<file path="config.mk">
export PLATFORM = sky130hd
export DESIGN_NAME = tmds_encoder
export DESIGN_NICKNAME = d
export VERILOG_FILES = /design/src/rtl/tmds_encoder.sv
export SDC_FILE = /design/constraint.sdc
export NUM_CORES = 1
export LEC_CHECK = 0
export BUFFER_PORTS_ARGS = -buffer_cell sky130_fd_sc_hd__buf_4
export CORE_UTILIZATION = 57
export DETAILED_ROUTE_END_ITERATION = 6
export PLACE_DENSITY = 0.77
export SYNTH_ARGS = -nofsm -noshare
export SYNTH_HDL_FRONTEND = slang
export SYNTH_SLANG_ARGS = --single-unit
</file>
<file path="constraint.sdc">
create_clock -name clk -period 6.9 [get_ports clk]
set_clock_uncertainty 0.05 [all_clocks]
set_input_delay 1.035 -clock clk [delete_from_list [all_inputs] [get_ports clk]]
set_output_delay 1.035 -clock clk [all_outputs]
set_load 0.005 [all_outputs]
</file>
<file path="src/rtl/tmds_encoder.sv">
// -----------------------------------------------------------------------------
// tmds_encoder
//
// Purpose
//   One channel of a DVI/HDMI TMDS 8b/10b encoder. It sits right after the VGA
//   timing generator and produces one DC-balanced 10-bit symbol per pixel clock
//   for the serializer. The blue instance carries {vsync,hsync} on c1/c0; the
//   red and green instances tie c1/c0 low.
//
//   Two register stages, fixed latency:
//     stage 1 : transition-minimised word q_m[8:0], de, {c1,c0}
//     stage 2 : tmds_out and the running disparity counter cnt
//   Inputs sampled at edge N are registered into tmds_out at edge N+1, so they
//   are on the output when edge N+2 samples it.
//
// Parameters
//   CTRL_RST  control code {c1,c0} whose symbol is driven during and after reset
//
// Ports
//   clk       in   1   pixel clock, the only clock
//   rst       in   1   synchronous, active-low reset
//   data_in   in   8   pixel component, used when de=1
//   de        in   1   1 = video period, 0 = control period
//   c0        in   1   control bit 0, used when de=0
//   c1        in   1   control bit 1, used when de=0
//   tmds_out  out  10  encoded symbol, bit 0 transmitted first
//   disp_dbg  out  5   (only with TMDS_DISP_DBG_EN) registered signed cnt
//
// Configuration
//   TMDS_DISP_DBG_EN : when defined, adds the disp_dbg port exposing the running
//                      disparity. Encoding is identical either way.
// -----------------------------------------------------------------------------
module tmds_encoder #(
  parameter logic [1:0] CTRL_RST = 2'b00
) (
  input  logic              clk,
  input  logic              rst,
  input  logic [7:0]        data_in,
  input  logic              de,
  input  logic              c0,
  input  logic              c1,
  output logic [9:0]        tmds_out
`ifdef TMDS_DISP_DBG_EN
  ,
  output logic signed [4:0] disp_dbg
`endif
);

  // Control-period symbols, indexed by {c1,c0}.
  localparam logic [9:0] CTRL_SYM_00 = 10'b1101010100;
  localparam logic [9:0] CTRL_SYM_01 = 10'b0010101011;
  localparam logic [9:0] CTRL_SYM_10 = 10'b0101010100;
  localparam logic [9:0] CTRL_SYM_11 = 10'b1010101011;

  // ---------------------------------------------------------------------------
  // Helper functions
  // ---------------------------------------------------------------------------
  function automatic logic [9:0] ctrl_symbol(input logic [1:0] code);
    logic [9:0] sym;
    case (code)
      2'b00:   sym = CTRL_SYM_00;
      2'b01:   sym = CTRL_SYM_01;
      2'b10:   sym = CTRL_SYM_10;
      default: sym = CTRL_SYM_11;
    endcase
    return sym;
  endfunction

  function automatic logic [3:0] popcount8(input logic [7:0] v);
    logic [3:0] sum;
    sum = 4'd0;
    for (int i = 0; i < 8; i++) begin
      sum = sum + {3'b000, v[i]};
    end
    return sum;
  endfunction

  // Transition-minimising chain. XNOR is chosen when the byte is ones-heavy
  // (or exactly balanced with a 0 in bit 0); q_m[8]=1 marks the XOR path so
  // the receiver knows which chain to undo.
  function automatic logic [8:0] build_qm(input logic [7:0] d);
    logic [8:0] q;
    logic [3:0] n1;
    logic       use_xnor;
    n1       = popcount8(d);
    use_xnor = (n1 > 4'd4) || ((n1 == 4'd4) && !d[0]);
    q        = '0;
    q[0]     = d[0];
    for (int i = 1; i < 8; i++) begin
      q[i] = use_xnor ? ~(q[i-1] ^ d[i]) : (q[i-1] ^ d[i]);
    end
    q[8] = ~use_xnor;
    return q;
  endfunction

  // ---------------------------------------------------------------------------
  // Stage 1: q_m, de and control code
  // ---------------------------------------------------------------------------
  logic [8:0] qm_d,   qm_q;
  logic       de1_d,  de1_q;
  logic [1:0] ctrl_d, ctrl_q;

  always_comb begin
    qm_d   = build_qm(data_in);
    de1_d  = de;
    ctrl_d = {c1, c0};
  end

  always_ff @(posedge clk) begin
    if (!rst) begin
      qm_q   <= '0;
      de1_q  <= 1'b0;
      // Holding the reset control code here keeps the reset symbol on the
      // output for the first cycle after reset is released.
      ctrl_q <= CTRL_RST;
    end else begin
      qm_q   <= qm_d;
      de1_q  <= de1_d;
      ctrl_q <= ctrl_d;
    end
  end

  // ---------------------------------------------------------------------------
  // Stage 2: DC balancing and output register
  // ---------------------------------------------------------------------------
  // cnt is 5-bit two's complement and never leaves [-10,+10]. The per-symbol
  // update is formed in 6 bits so intermediate terms cannot wrap, then
  // truncated back to 5 bits.
  logic [3:0]        n1q;
  logic signed [5:0] bal;        // ones minus zeros in q_m[7:0]
  logic signed [5:0] cnt_ext;
  logic signed [5:0] delta;
  logic signed [5:0] cnt_sum;
  logic              qm8;
  logic              cnt_pos;
  logic              cnt_neg;
  logic              bal_pos;
  logic              bal_neg;

  logic [9:0]        tmds_d, tmds_q;
  logic signed [4:0] cnt_d,  cnt_q;

  always_comb begin
    n1q     = popcount8(qm_q[7:0]);
    bal     = $signed({1'b0, n1q, 1'b0}) - 6'sd8;
    cnt_ext = {cnt_q[4], cnt_q};
    qm8     = qm_q[8];
    cnt_neg = cnt_q[4];
    cnt_pos = !cnt_q[4] && (cnt_q != 5'sd0);
    bal_neg = bal[5];
    bal_pos = !bal[5] && (bal != 6'sd0);

    tmds_d  = ctrl_symbol(ctrl_q);
    delta   = 6'sd0;
    cnt_sum = 6'sd0;
    cnt_d   = 5'sd0;

    if (de1_q) begin
      if ((cnt_q == 5'sd0) || (bal == 6'sd0)) begin
        // No history to correct, or the word is already balanced: invert
        // only to keep q_m[8] and the inversion flag complementary.
        tmds_d = {~qm8, qm8, (qm8 ? qm_q[7:0] : ~qm_q[7:0])};
        delta  = qm8 ? bal : (6'sd0 - bal);
      end else if ((cnt_pos && bal_pos) || (cnt_neg && bal_neg)) begin
        // Word would push disparity further the same way: send it inverted.
        tmds_d = {1'b1, qm8, ~qm_q[7:0]};
        delta  = (qm8 ? 6'sd2 : 6'sd0) - bal;
      end else begin
        tmds_d = {1'b0, qm8, qm_q[7:0]};
        delta  = bal - (qm8 ? 6'sd0 : 6'sd2);
      end
      cnt_sum = cnt_ext + delta;
      cnt_d   = cnt_sum[4:0];
    end
  end

  always_ff @(posedge clk) begin
    if (!rst) begin
      tmds_q <= ctrl_symbol(CTRL_RST);
      cnt_q  <= 5'sd0;
    end else begin
      tmds_q <= tmds_d;
      cnt_q  <= cnt_d;
    end
  end

  assign tmds_out = tmds_q;

`ifdef TMDS_DISP_DBG_EN
  assign disp_dbg = cnt_q;
`endif

endmodule

</file>
Yosys cells after proc, flatten, opt, wreduce, memory -nomap -nowiden
Cells that the tools add are included.
- bits in registers: 27
- output and inout bits: 10
- bits in writable memories: 0
- memories: 0
- input port bits: 13
- memory bits (read-only): 0
- logic and storage cells: 80
- latch bits: 0
- eq/ne operators: 3
- multiplexer cells: 18
- divide/modulo/power cells: 0
- multipliers: 0
- magnitude comparators: 1
- shifts and indexed selects: 0
- add/sub/neg operators: 19
- reductions and logical operators: 17
- bitwise gates (word level): 17
- operators with widths (operator ; number):
    adder 4 x 1 -> 4 bit ; 8
    2-to-1 mux 10 bit ; 3
    one-hot mux 10 bit (3 select lines) ; 1
    2-to-1 mux 5 bit ; 4
    NOT 1 bit ; 9
    adder 3 x 1 -> 4 bit ; 2
    2-to-1 mux 8 bit ; 1
    NOT 8 bit ; 1
    2-to-1 mux 1 bit ; 7
    XOR 1 bit ; 7
    adder 2 x 1 -> 3 bit ; 2
    logical NOT 6 bit ; 1
    nonzero test 6 bit ; 1
    subtractor 5 x 4 -> 6 bit, second input constant ; 1
    adder 5 bit ; 1
    logical AND 1 bit ; 5
    logical NOT 5 bit ; 1
    nonzero test 5 bit ; 1
    subtractor 1 x 5 -> 5 bit, first input constant ; 1
    subtractor 3 x 5 -> 5 bit ; 1
    subtractor 5 x 3 -> 5 bit ; 1
    adder 1 x 1 -> 2 bit ; 2
    equality test 4 x 3 -> 1 bit, second input constant ; 1
    > comparator 4 x 3 -> 1 bit, second input constant ; 1
    7 further kinds ; 12

Depth between registers and ports, before layout
Gate-level depths: netlist of run 1.
- depth in word-level cells: 29
- gate-level depth with buffers: 23
- depth with buffers taken out: 22

Worst setup path after synthesis of run 1
Ideal clock, no wire load.
- kind: reg-to-reg
- from: register qm_q[0]
- to: register cnt_q[4]
- stages on the path, launching flop included: 24
- buffers on the path: 1
- data arrival time: 5.047 ns
- data required time: 6.727 ns
- setup time: 0.123 ns
- path slack: 1.680 ns
- clock period less this slack: 5.220 ns
- cell sequence: dfxtp_1 inv_1 fa_1 fa_1 fa_1 inv_1 ha_1 inv_1 fa_1 xnor2_1 inv_1 ha_1 clkbuf_1 a211o_1 o21ai_2 nor2_1 a211oi_1 a21oi_1 ha_1 a21o_1 a21oi_1 xnor2_1 nor2b_1 mux2_1
- word-level cells in the longest chain between the ends: 16
- elaborated cells between the ends (all ways): 24
- those cells by class: 12 x add/sub; 4 x mux; 8 x reduce/logical
- RTL lines (what ; RTL line ; RTL):
    from (decl) ; 99 ; logic [8:0] qm_d, qm_q;
    from (signal assigned) ; 117 ; qm_q <= qm_d;
    adder 1 x 1 -> 2 bit * ; 73 ; sum = sum + {3'b000, v[i]};
    adder 2 x 1 -> 3 bit * ; 73 ;
    adder 3 x 1 -> 4 bit * ; 73 ;
    adder 4 x 1 -> 4 bit * (4 in series) ; 73 ;
    subtractor 5 x 4 -> 6 bit * ; 145 ; bal = $signed({1'b0, n1q, 1'b0}) - 6'sd8;
    branches (longest 5 deep; another with subtractor 5 x 3 -> 5 bit) ; -- ;
    2-to-1 mux 5 bit * ; 159 ; if ((cnt_q == 5'sd0) || (bal == 6'sd0)) begin
    2-to-1 mux 5 bit * ; 158 ; if (de1_q) begin
    adder 5 bit * ; 172 ; cnt_sum = cnt_ext + delta;
    to (signal assigned) ; 183 ; cnt_q <= cnt_d;
    to (decl) ; 141 ; logic signed [4:0] cnt_d, cnt_q;
Every way passes the cells marked *. The select of a mux whose other input is x is not followed.
A chain may end at the register's enable or synchronous reset.

Final worst setup path of run 1
Same ends and word-level chain as after synthesis.

==> results of run 1 <==
[final timing paths]
kind / startpoint / to / slack (ns)
worst max-delay path: qm_q[0] / cnt_q[4] / 1.41
worst min-delay path: qm_q[0] / tmds_out[0] / 0.54
worst max register to register: qm_q[0] / cnt_q[4] / 1.41
worst min register to register: qm_q[0] / tmds_out[0] / 0.54
[synthesized netlist by cell type (2+ instances only)]
library cell  count  share of area, %
nand3_1           2              0.55
o22ai_1           2              0.69
ha_1             21                14
o211ai_1          2              0.83
nor3b_1           2              0.83
fa_1              9               9.9
clkbuf_1          3              0.62
nor3_1            2              0.55
nand2_1           5               1.0
a211o_1           2              0.97
a32oi_1           2              0.97
mux2i_1           2               1.1
inv_1            35               7.2
xor2_1            4               1.9
nor2_1           18               3.7
dfxtp_1          26                29
xnor2_1          21                10
and2_1            6               2.1
and3_1            3               1.0
a21o_1            6               2.5
a21oi_1          11               3.0
o21ai_0           2              0.55
[cells by family after synthesis]
family	after synthesis
XOR/XNOR	25
adder cells (fa/ha/maj)	30
multiplexers	4
flip-flops	26
AND/OR/NAND/NOR	41
buffers and inverters	40
AO/OA/AOI/OAI	32
[through the flow]
| step | setup slack [ns] | utilization, % |
|---|---|---|
| floorplan | 1.68 | - |
| CTS | 1.40 | 68.2 |
| detailed placement | 1.42 | 66.4 |
| finish | 1.41 | 68.2 |
| global placement | 1.60 | 66.4 |
| global route | 0.988 | 68.2 |
[critical path, stage by stage (launching register included)]
cell	delay (ns)
dfxtp_1	0.37
inv_1	0.07
fa_1	0.56
fa_1	0.43
fa_1	0.43
inv_1	0.07
ha_1	0.16
inv_1	0.05
fa_1	0.37
xnor2_1	0.32
inv_1	0.12
ha_1	0.31
a211o_1	0.29
o21ai_2	0.24
nor2_1	0.07
a211oi_1	0.28
a21oi_1	0.07
ha_1	0.29
a21o_1	0.17
a21oi_1	0.17
xnor2_1	0.11
nor2b_1	0.13
mux2_1	0.27
[sequential cells by signal (all words and copies together), names as in the netlist]
signal and flops:
tmds_out 10, qm_q 9, ctrl_q 2, de1_q 1, cnt_q 4
[cell type report]
class	count	area (µm²)
Sequential cell	26	520
Tap cell	44	55.1
Fill cell	225	963
Clock buffer	3	22.5
Clock inverter	1	30.0
Inverter	36	135
Timing Repair Buffer	22	165
Multi-Input combinational cell	132	1140
[cell usage in the layout (no fill, tap or decap), types with 3 or more instances in the layout]
cell type,synthesis,routed
buf_4,0,22
nor2_1,18,18
and3_1,3,3
ha_1,21,21
nand2_1,5,5
and2_1,6,6
a21o_1,6,6
fa_1,9,9
clkbuf_4,0,3
xnor2_1,21,21
a21oi_1,11,11
xor2_1,4,4
dfxtp_1,26,26
inv_1,35,35
[per-layer routing]
layer  global-route usage, %  wire length, µm
met5                       0                0
met4                    7.14               31
met3                    4.18              116
met2                    36.0             1560
met1                    23.1             1320
==> impl_metrics.env, run 1 <==
export IMPL_dp_cells=260
export IMPL_rsz0062_at_grt="false"
export IMPL_wire_per_inst_um=11.5
export IMPL_hpwl_um=2590
export IMPL_dr_pass1_iters=4
export IMPL_cts_clk_slew_worst_paths_ns=0.14
export IMPL_core_region_area_mm2=0.00303
export IMPL_maxCapViolCount=0
export IMPL_hold_violations=0
export IMPL_die_w_um=58.4
export IMPL_crit_arrival_ns=5.66
export IMPL_first_global_vias=1317
export IMPL_ys_ff_latch=26
export IMPL_cp_end_kind="flip-flop"
export IMPL_final_area_mm2=0.00206
export IMPL_setup_viol=0
export IMPL_n_antenna_cell=0
export IMPL_clk_latency_ns=0.31
export IMPL_maxSlewViolCount=0
export IMPL_syn_nets=241
export IMPL_slew_headroom_pct=61.2
export IMPL_path_max_fanout=7
export IMPL_setup_tns_ns=0
export IMPL_critPathKind="reg2reg"
export IMPL_finalCriticalPeriod_ns=5.49
export IMPL_wirelength_um=3030
export IMPL_cts_max_level=1
export IMPL_antenna_found_initial=0
export IMPL_gr_total_overflow=0
export IMPL_ctsHoldBuffers=0
export IMPL_drtAntennaViolNets=0
export IMPL_synth_compound_area_share_pct=11.7
export IMPL_hold_path_class="reg2reg"
export IMPL_final_nets=264
export IMPL_drc_errors=0
export IMPL_track_usage_pct=19.9
export IMPL_syn_to_final_growth_pct=13.8
export IMPL_fmax_mhz=182
export IMPL_cts_made_buffers=3
export IMPL_tightest_slew_ns=0.577
export IMPL_die_h_um=58.4
export IMPL_synthAdderAreaFrac_pct=24.4
export IMPL_synth_mux_area_fraction_pct=2.97
export IMPL_synth_avg_cell_area_um2=9.16
export IMPL_status="completed"
export IMPL_synth_flop_cell="dfxtp_1"
export IMPL_whs_ns=0.543
export IMPL_post_synth_num_cell_types=34
export IMPL_critPathRequiredTime_ns=7.07
export IMPL_cts_sinks=26
export IMPL_final_cells=264
export IMPL_synth_edf_count=0
export IMPL_r2r_cells=22
export IMPL_cts_root_buf="clkbuf_4"
export IMPL_grt_max_degree=17
export IMPL_synth_async_reset_ratio_pct=0
export IMPL_dpl_instance_area_mm2=0.00201
export IMPL_synth_simple_area_share_pct=11.5
export IMPL_drive_above_1_share_pct=14.1
export IMPL_portBuffers=22
export IMPL_start_util_pct=59.9
export IMPL_num_vias=1342
export IMPL_min_period_over_period_pct=79.6
export IMPL_gp_congestion=0.835
export IMPL_routed_via_density=5.08
export IMPL_netlist_instances=198
export IMPL_clock_path_buffers=2
export IMPL_cp_start_kind="flip-flop"
export IMPL_synth_xor_area_share_pct=12.1
export IMPL_io_pin_count=23
export IMPL_cts_resized=0
export IMPL_syn_area_mm2=0.00181
export IMPL_drt_iter0_markers=66
export IMPL_dieArea_mm2=0.00341
export IMPL_ys_warn_count=0
export IMPL_post_cts_buffers=0
export IMPL_hold_path_depth=2
export IMPL_synth_top_family_by_area="adder cells"
export IMPL_fp_row_count=20
export IMPL_grt_pass1_wl_um=5230
export IMPL_cts_tree="built"
export IMPL_synth_seq_area_share_pct=28.7
Power of run 1 is left out: the tool's default activity adds up to more than one toggle a clock period on the data nets, which glitch-free logic cannot reach.
==> run 2, diff against run 1 <==
CORE_UTILIZATION = 52   (was 57)
PLACE_DENSITY = 0.74   (was 0.77)
clock period = 5.03 ns   (was 6.9 ns; I/O delays follow)
==> run 2 against run 1 <==
Via count increased by 2.4%. Routed wire length is 0.43% higher. Global-route usage shrank 2.2 points. Maximum frequency up 10%. Sequential cell count stayed put. Critical path type unchanged. Hold slack got worse by 0.031 ns.
==> impl_metrics.env, run 2 (synthesis gave the netlist of run 1 again) <==
export IMPL_cts_clk_slew_worst_paths_ns=0.15
export IMPL_cp_start_kind="flip-flop"
export IMPL_cts_sinks=26
export IMPL_maxSlewViolCount=0
export IMPL_gr_total_overflow=0
export IMPL_setup_tns_ns=0
export IMPL_finalCriticalPeriod_ns=4.97
export IMPL_crit_chain="inv_1 -> fa_1 -> fa_1 -> fa_1 -> inv_1 -> ha_2 -> inv_2 -> fa_2 -> xnor2_4 -> inv_2 -> ha_4 -> a211o_1 -> o21ai_2 -> mux2i_1 -> mux2i_1 -> xnor2_1 -> ha_1 -> a21oi_2 -> xnor2_1 -> nor2b_1 -> mux2_4"
export IMPL_die_w_um=61.1
export IMPL_cts_tree="built"
export IMPL_final_cell_mix="inv_1, buf_4, dfxtp_1"
export IMPL_r2r_cells=21
export IMPL_hpwl_um=2440
export IMPL_drc_errors=0
export IMPL_cts_made_buffers=3
export IMPL_start_util_pct=54.4
export IMPL_grt_max_degree=17
export IMPL_ctsHoldBuffers=0
export IMPL_crit_arrival_ns=5.13
export IMPL_wire_per_inst_um=11.0
export IMPL_slowest_delay_ns=0.51
export IMPL_path_delay_family="adder cells"
export IMPL_wirelength_um=3050
export IMPL_routed_via_density=4.98
export IMPL_setup_viol=0
export IMPL_path_max_fanout=4
export IMPL_critPathRequiredTime_ns=5.19
export IMPL_first_global_vias=1176
export IMPL_cp_slowest_cell="fa_1"
export IMPL_largest_reg_flops=10
export IMPL_clock_path_buffers=2
export IMPL_core_region_area_mm2=0.00334
export IMPL_grt_pass1_wl_um=4930
export IMPL_fmax_mhz=201
export IMPL_syn_to_final_growth_pct=21.8
export IMPL_io_pin_count=23
export IMPL_slew_headroom_pct=57.6
export IMPL_crit_buf_inv=4
export IMPL_drt_iter0_markers=45
export IMPL_portBuffers=22
export IMPL_track_usage_pct=17.7
export IMPL_cts_max_level=1
export IMPL_drive_above_1_share_pct=24.3
export IMPL_rsz0062_at_grt="true"
export IMPL_tightest_slew_ns=0.631
export IMPL_maxCapViolCount=0
export IMPL_dr_pass1_iters=4
export IMPL_fp_row_count=21
export IMPL_dp_cells=268
export IMPL_drtAntennaViolNets=0
export IMPL_antenna_found_initial=0
export IMPL_critPathKind="reg2reg"
export IMPL_cp_end_kind="flip-flop"
export IMPL_num_vias=1374
export IMPL_cts_root_buf="clkbuf_4"
export IMPL_path_depth=21
export IMPL_final_nets=274
export IMPL_dieArea_mm2=0.00373
export IMPL_hold_violations=0
export IMPL_hold_path_class="reg2reg"
export IMPL_cp_common_cell="fa_1"
export IMPL_layout_commonest_cell="inv_1"
export IMPL_hold_path_depth=2
export IMPL_r2r_slack_ns=0.06
export IMPL_n_antenna_cell=0
export IMPL_min_period_over_period_pct=98.9
export IMPL_final_cells=276
export IMPL_gp_congestion=0.867
export IMPL_die_h_um=61.1
export IMPL_status="completed"
export IMPL_clk_latency_ns=0.32
run 2: tightest hold or removal path, delay by kind of cell, from the launching register on:
family | cells | cell delay (ns)
flops | 1 | 0.36
compound gates | 1 | 0.06
xor+xnor | 1 | 0.12
run 2: per-layer routing:
layer	part of all wire [%]	vias up	track usage, %	routed length [µm]
li1	-	705	-	-
met1	47	636	22.8	1430
met2	49	27	30.9	1480
met3	2.1	6	2.52	65
met4	2.1	0	4.87	65
met5	0	-	0	0
run 2: layout make-up:
cell class | count | area [µm²]
Clock buffer | 3 | 22.5
Clock inverter | 1 | 30.0
Fill cell | 275 | 1130
Inverter | 36 | 135
Multi-Input combinational cell | 132 | 1200
Sequential cell | 26 | 523
Tap cell | 46 | 57.6
Timing Repair Buffer | 32 | 244
run 2: what timing repair did:
| item | in CTS | in global routing |
|---|---|---|
| pin swaps | 1 | 5 |
| endpoints found under the setup margin | 1 | 3 |
| buffers inserted | 0 | 4 |
| gates resized for setup | 1 | 13 |
| cloned | 0 | 0 |
| endpoints found under the hold margin | 0 | 0 |
run 2: final timing paths:
path	start	endpoint
setup / recovery	qm_q[3]	cnt_q[4]
setup reg to reg	qm_q[3]	cnt_q[4]
hold / removal	qm_q[0]	tmds_out[0]
hold reg to reg	qm_q[0]	tmds_out[0]
run 2: per-stage QoR:
stage	hold WS (ns)	util, %	worst slack (ns)	area, µm²
2_1_floorplan	0.465	-	0.00312	1840
3_3_place_gp	0.511	62.3	0.105	2080
4_1_cts	0.525	64.2	0.00120	2140
6_report	0.512	66.2	0.0565	2210
3_5_place_dp	0.507	62.3	-0.0262	2080
5_1_grt	0.558	66.2	-0.164	2210
Power of run 2 is left out for the same reason.
